<file path="src/rtl/rs232_rx_fifo.sv">
// rs232_rx_fifo
//   Parametrised asynchronous serial receiver with a small character FIFO.
//   Each received character is written to the FIFO together with its parity
//   and framing error flags. The processor reads the character at the head of
//   the FIFO.
//
//   Parameters
//     CLKDIV   clk cycles per bit, >= 8
//     DBITS    data bits per character, 5..8, LSB first
//     PARITY   0 none, 1 odd, 2 even
//     STOPB    number of stop bits checked, 1 or 2
//     FIFOLOG  FIFO depth = 2**FIFOLOG entries, 1..4
//
//   Ports
//     clk        system clock, rising edge
//     rst        asynchronous reset, active low
//     RxD        serial line, idle high, asynchronous to clk
//     done       consumer pulse: head character taken, pop
//     clrerr     pulse: clear sticky ovf
//     rdy        FIFO not empty
//     data       head character (0 when empty)
//     perr       head character parity error (0 when empty)
//     ferr       head character framing error (0 when empty)
//     ovf        sticky: a character was dropped because the FIFO was full
//     dbg_state  receive FSM state (0 IDLE, 1 START, 2 SHIFT, 3 BRK)
//
//   Handshake: rdy acts as valid and done acts as ready. The head entry
//   transfers on every rising edge where rdy=1 and done=1. The entry then
//   leaves the FIFO. If done is asserted while rdy=0, nothing happens.
module rs232_rx_fifo #(
    parameter int CLKDIV  = 1302,
    parameter int DBITS   = 8,
    parameter int PARITY  = 0,
    parameter int STOPB   = 1,
    parameter int FIFOLOG = 2
) (
    input  logic             clk,
    input  logic             rst,
    input  logic             RxD,
    input  logic             done,
    input  logic             clrerr,
    output logic             rdy,
    output logic [DBITS-1:0] data,
    output logic             perr,
    output logic             ferr,
    output logic             ovf,
    output logic [1:0]       dbg_state
);

    localparam int HALF  = CLKDIV / 2;
    localparam int P     = (PARITY != 0) ? 1 : 0;
    localparam int N     = DBITS + P + STOPB;
    localparam int TW    = $clog2(CLKDIV);
    localparam int CW    = $clog2(N + 1);
    localparam int DEPTH = 1 << FIFOLOG;
    localparam int EW    = DBITS + 2;

    localparam logic [TW-1:0] HALF_M1 = TW'(HALF - 1);
    localparam logic [TW-1:0] DIV_M1  = TW'(CLKDIV - 1);
    localparam logic [CW-1:0] DB_C    = CW'(DBITS);
    localparam logic [CW-1:0] LAST_C  = CW'(N - 1);

    typedef enum logic [1:0] {IDLE = 2'd0, START = 2'd1, SHIFT = 2'd2, BRK = 2'd3} state_t;

    // ---------------- synchroniser ----------------
    logic rx_s1, rx_s2, rxs;

    always_ff @(posedge clk or negedge rst) begin
        if (!rst) begin
            rx_s1 <= 1'b1;
            rx_s2 <= 1'b1;
        end else begin
            rx_s1 <= RxD;
            rx_s2 <= rx_s1;
        end
    end

    assign rxs = rx_s2;

    // ---------------- receive FSM ----------------
    state_t           state;
    logic [TW-1:0]    tick;
    logic [CW-1:0]    bitcnt;
    logic [DBITS-1:0] shreg;
    logic             par_acc;
    logic             ferr_acc;

    logic             is_data, is_par, is_stop, is_last;
    logic             par_nxt, ferr_nxt, perr_calc, push;
    logic [EW-1:0]    push_word;

    always_comb begin
        is_data  = (bitcnt < DB_C);
        is_par   = (P != 0) && (bitcnt == DB_C);
        is_stop  = !is_data && !is_par;
        is_last  = (bitcnt == LAST_C);
        // Error flags include the current sample, so the push on the last
        // edge stores the final values.
        par_nxt  = par_acc ^ ((is_data || is_par) ? rxs : 1'b0);
        ferr_nxt = ferr_acc | (is_stop & ~rxs);
        case (PARITY)
            1:       perr_calc = ~par_nxt;   // odd: error when ones count is even
            2:       perr_calc = par_nxt;    // even: error when ones count is odd
            default: perr_calc = 1'b0;
        endcase
        push      = (state == SHIFT) && (tick == DIV_M1) && is_last;
        push_word = {perr_calc, ferr_nxt, shreg};
    end

    always_ff @(posedge clk or negedge rst) begin
        if (!rst) begin
            state    <= IDLE;
            tick     <= '0;
            bitcnt   <= '0;
            shreg    <= '0;
            par_acc  <= 1'b0;
            ferr_acc <= 1'b0;
        end else begin
            case (state)
                IDLE: begin
                    tick <= '0;
                    if (!rxs) state <= START;
                end
                START: begin
                    if (tick == HALF_M1) begin
                        tick <= '0;
                        if (rxs) begin
                            state <= IDLE;         // glitch, not a real start bit
                        end else begin
                            state    <= SHIFT;
                            bitcnt   <= '0;
                            par_acc  <= 1'b0;
                            ferr_acc <= 1'b0;
                        end
                    end else begin
                        tick <= tick + 1'b1;
                    end
                end
                SHIFT: begin
                    if (tick == DIV_M1) begin
                        tick     <= '0;
                        par_acc  <= par_nxt;
                        ferr_acc <= ferr_nxt;
                        if (is_data) shreg <= {rxs, shreg[DBITS-1:1]};
                        if (is_last) begin
                            // A line still low after a bad stop bit is a break.
                            // Hold off start detection until the line goes high.
                            if (ferr_nxt && !rxs) state <= BRK;
                            else                  state <= IDLE;
                        end else begin
                            bitcnt <= bitcnt + 1'b1;
                        end
                    end else begin
                        tick <= tick + 1'b1;
                    end
                end
                BRK: begin
                    tick <= '0;
                    if (rxs) state <= IDLE;
                end
                default: state <= IDLE;
            endcase
        end
    end

    assign dbg_state = state;

    // ---------------- FIFO ----------------
    logic [FIFOLOG:0] wptr, rptr;
    logic [EW-1:0]    mem [DEPTH];
    logic [EW-1:0]    head;
    logic             empty, full, pop, wr_en, drop;

    always_comb begin
        empty = (wptr == rptr);
        full  = (wptr[FIFOLOG] != rptr[FIFOLOG]) &&
                (wptr[FIFOLOG-1:0] == rptr[FIFOLOG-1:0]);
        pop   = done & ~empty;
        // If the FIFO is full, a pop in the same cycle frees the slot for the push.
        wr_en = push & (~full | pop);
        drop  = push & full & ~pop;
        head  = mem[rptr[FIFOLOG-1:0]];
    end

    always_ff @(posedge clk or negedge rst) begin
        if (!rst) begin
            wptr <= '0;
            rptr <= '0;
            ovf  <= 1'b0;
        end else begin
            if (wr_en) wptr <= wptr + 1'b1;
            if (pop)   rptr <= rptr + 1'b1;
            if (drop)        ovf <= 1'b1;
            else if (clrerr) ovf <= 1'b0;
        end
    end

    always_ff @(posedge clk) begin
        if (wr_en) mem[wptr[FIFOLOG-1:0]] <= push_word;
    end

    assign rdy  = ~empty;
    assign data = empty ? '0 : head[DBITS-1:0];
    assign ferr = ~empty & head[DBITS];
    assign perr = ~empty & head[DBITS+1];

endmodule

</file>
<file path="config.mk">
export PLATFORM = sky130hd
export DESIGN_NAME = rs232_rx_fifo
export DESIGN_NICKNAME = d
export VERILOG_FILES = /design/src/rtl/rs232_rx_fifo.sv
export SDC_FILE = /design/constraint.sdc
export NUM_CORES = 1
export LEC_CHECK = 0
export CAP_MARGIN = 15
export CELL_PAD_IN_SITES_DETAIL_PLACEMENT = 0
export CELL_PAD_IN_SITES_GLOBAL_PLACEMENT = 1
export CORE_ASPECT_RATIO = 1.1
export CORE_MARGIN = 2
export CORE_UTILIZATION = 40
export DETAILED_ROUTE_END_ITERATION = 8
export GPL_ROUTABILITY_DRIVEN = 0
export PLACE_DENSITY = 0.72
export SYNTH_ARGS = -nofsm -noshare
export SYNTH_HDL_FRONTEND = slang
export SYNTH_SLANG_ARGS = --single-unit
</file>
<file path="constraint.sdc">
create_clock -name clk -period 5.7 [get_ports clk]
set_input_delay 1.14 -clock clk [delete_from_list [all_inputs] [get_ports clk]]
set_output_delay 1.14 -clock clk [all_outputs]
set_load 0.005 [all_outputs]
</file>
==> impl_metrics.csv <==
group,metric,value,unit
hold_path,hp-start,"rx_s1",
finish,drive_gt1_frac,0.181,
cts,clockBufferDepth,2,
sta,rsz0062_at_grt,"false",
global_routing,grt_pass1_wl,8380,um
placement,placed_area,0.00341,sq mm
sta,hold_violations,0,
finish,regArea,0.00196,sq mm
power,p_int,848,uW
power,p_leak,1.50,nW
route,num_vias,1711,
power,netSwitchingPower,270,uW
route,via_per_inst,4.85,
setup_path,crit_arrival,2.42,ns
floorplan,initial_utilization,0.417,
synthesis,syn_inst,221,
finish,finalCoreUtilization,0.481,
synthesis,netlist_area,0.00315,sq mm
setup_path,critPathKind,"reg -> out",
setup_path,reg2regPathDepth,6,
hold_path,hold_depth,0,
synthesis,syn_avg_cell_area,14.3,sq um
sta,finalCritPeriodShare,0.625,
route,wl,4910,um
sta,fmax,0.281,GHz
route,drtIter0Drc,104,
floorplan,dieArea,0.00861,sq mm
hold_path,hp-class,"reg -> reg",
sta,holdWs,0.358,ns
cts,tritoncts,"built",
placement,hpwl,3290,um
synthesis,synthDistinctLibCells,46,
flow_run,drv_cap,0,
sta,tns,0,ns
finish,syn_to_final_growth,15.3,%
cts,cts_buffers,9,
global_routing,grt_max_degree,36,
sta,final-setup-viol-count,0,
power,ir_drop,137,uV
finish,stdcell_count,353,
power,netSwitchingFraction,0.241,
sta,maxSlewHeadroom,0.521,
setup_path,critical_path_required,4.56,ns
floorplan,num_io_pins,19,
cts,postCtsHoldBufs,0,
floorplan,rows,33,
synthesis,postSynth.asyncResetShare,0.493,
global_routing,grt_usage,0.130,
cts,insertion_delay,0.34,ns
route,drt.antenna.violating_nets,0,
sta,worst_slack,2.14,ns
cts,cts_max_level,3,
placement,portBuffers,17,
global_routing,grt_overflow,0,
floorplan,die_h,97.1,um
cts,cts_root_buffer,"clkbuf_8",
synthesis,synth-edff-count,36,
synthesis,seq_area_frac_synth,0.622,
floorplan,coreArea,0.00756,sq mm
synthesis,ys.flop_type,"edfxtp_1",
power,clkPwrFrac,0.391,
power,seqPwrFrac,0.529,
power,combPwrFrac,0.079,
synthesis,synth_seq_cells,71,
power,cellPowerDensity,308,mW/mm^2
finish,fillerInstances,679,
cts,cts.sinks,71,
finish,layout.nets,258,
synthesis,synth_fp_nets,236,
setup_path,cp-end-kind,"output port",
setup_path,r2r_start,"tick[1]",
placement,place_ws,2.39,ns
finish,diodes,0,
sta,slew_violations,0,
cts,path_clk_slew,0.08,ns
setup_path,critPathMaxFanout,12,
finish,final_cell_area,0.00363,sq mm
sta,tightest_slew,0.718,ns
power,power,1.12,mW
sta,fin_skew,0.00718,ns
synthesis,synth_warnings,0,
route,dr.pass1.iters,4,
setup_path,startpoint_type,"flip-flop",
placement,dp_cells,337,
cts,cts_setup_buffers,0,
floorplan,die_w,88.6,um
sta,fin_crit,3.56,ns
route,drc,0,
cts,cts_resized,0,
setup_path,crit_start,"rptr[0]",
outcome,status,"finished, final reports clean",
finish,multiInputGateArea,0.00111,sq mm
global_routing,grt_pass1_vias,1690,
route,wl_per_cell,13.9,um
global_routing,antenna_found_initial,0,
[Yosys cell counts (all sizes together) (2+ instances only)]
master / n / area share
inv: 9 / 0.011
nand3: 7 / 0.011
nor3: 5 / 0.0079
buf: 5 / 0.013
nor2: 12 / 0.014
dfrtp: 33 / 0.26
clkbuf: 2 / 0.0024
mux2: 9 / 0.032
nand4: 5 / 0.0099
mux4: 9 / 0.064
and2: 14 / 0.029
nand2: 12 / 0.015
nand2b: 3 / 0.0083
ha: 10 / 0.040
o21ai: 8 / 0.014
xor2: 7 / 0.022
dfstp: 2 / 0.017
a21oi: 4 / 0.0064
xnor2: 7 / 0.019
nor4b: 2 / 0.0056
edfxtp: 36 / 0.34
nor4bb: 2 / 0.0064
or3: 2 / 0.0040
[state kept, by name, indices dropped and copies added, names as in the netlist]
register,flops
bitcnt,4
dbg_state,2
ferr_acc,1
mem,36
ovf,1
rptr,3
rx_s1,1
rx_s2,1
shreg,8
tick,11
wptr,3
[metal layers]
layer,vias to the layer above,part of all wire,GRT usage
met4,0,0.021,0.0629
met3,10,0.037,0.0357
li1,845,-,-
met5,-,0,0
met2,29,0.47,0.187
met1,827,0.47,0.181
[area by class of cell]
class                   count  share of cell area
well taps                 105              0.0362
clock buffers               9              0.0341
clock inverters             7              0.0265
multi-input cells         134               0.306
inverters                   9             0.00930
flip-flops and latches     71               0.539
repair buffers             18              0.0489
[layout by cell type, fill, tap and decap left out, types with 2 or more instances in the layout]
| master | count |
|---|---|
| nor2_1 | 12 |
| bufinv_16 | 2 |
| xnor2_1 | 7 |
| nand2b_1 | 2 |
| nor4bb_1 | 2 |
| nor3_1 | 5 |
| clkbuf_8 | 9 |
| nand3_1 | 7 |
| a21oi_1 | 4 |
| ha_1 | 10 |
| mux4_2 | 9 |
| xor2_1 | 6 |
| nor4b_1 | 2 |
| clkinvlp_4 | 3 |
| mux2_2 | 9 |
| and2_1 | 13 |
| clkdlybuf4s50_1 | 17 |
| nand2_1 | 11 |
| edfxtp_1 | 36 |
| nand4_1 | 5 |
| dfstp_2 | 2 |
| or3_1 | 2 |
| inv_1 | 9 |
| o21ai_0 | 7 |
| dfrtp_1 | 33 |
[cells by family (layout without fill, tap and decap cells)]
| group | after synthesis | after routing | synth area share |
|---|---|---|---|
| DFF | 71 | 71 | 0.622 |
| and+or+nand+nor | 70 | 70 | 0.125 |
| AOI/OAI and AO/OA | 20 | 20 | 0.0453 |
| muxes | 19 | 19 | 0.0996 |
| buffers and inverters | 16 | 43 | 0.0258 |
| xor gates and xnor gates | 14 | 14 | 0.0413 |
| adders and majority gates | 10 | 10 | 0.0397 |
| other | 1 | 1 | 0.00119 |
[power groups by stage]
stage | registers (mW) | logic, mW | clock network, mW
after floorplan | 0.567 | 0.0957 | 0
after global placement | 0.603 | 0.0877 | 0
after detailed placement | 0.605 | 0.0904 | 0
after CTS | 0.594 | 0.0912 | 0.451
after global routing | 0.599 | 0.0959 | 0.472
final | 0.592 | 0.0885 | 0.438
[critical path: stages, from the launching register on]
cell and delay [ns]:
dfrtp_1 0.81, xnor2_1 0.22, nand3_1 0.34, and2_1 0.27
clkdlybuf4s50_1 0.44
[worst paths after layout]
path,slack (ns),endpoint
worst min-delay path,0.36,rx_s2
worst min register to register,0.36,rx_s2
min in group asynchronous,1.19,bitcnt[1]
max in group asynchronous,4.17,rx_s1
worst max-delay path,2.14,data[6]
worst max register to register,3.34,mem[2][8]
(Power assumes the default switching activity.)
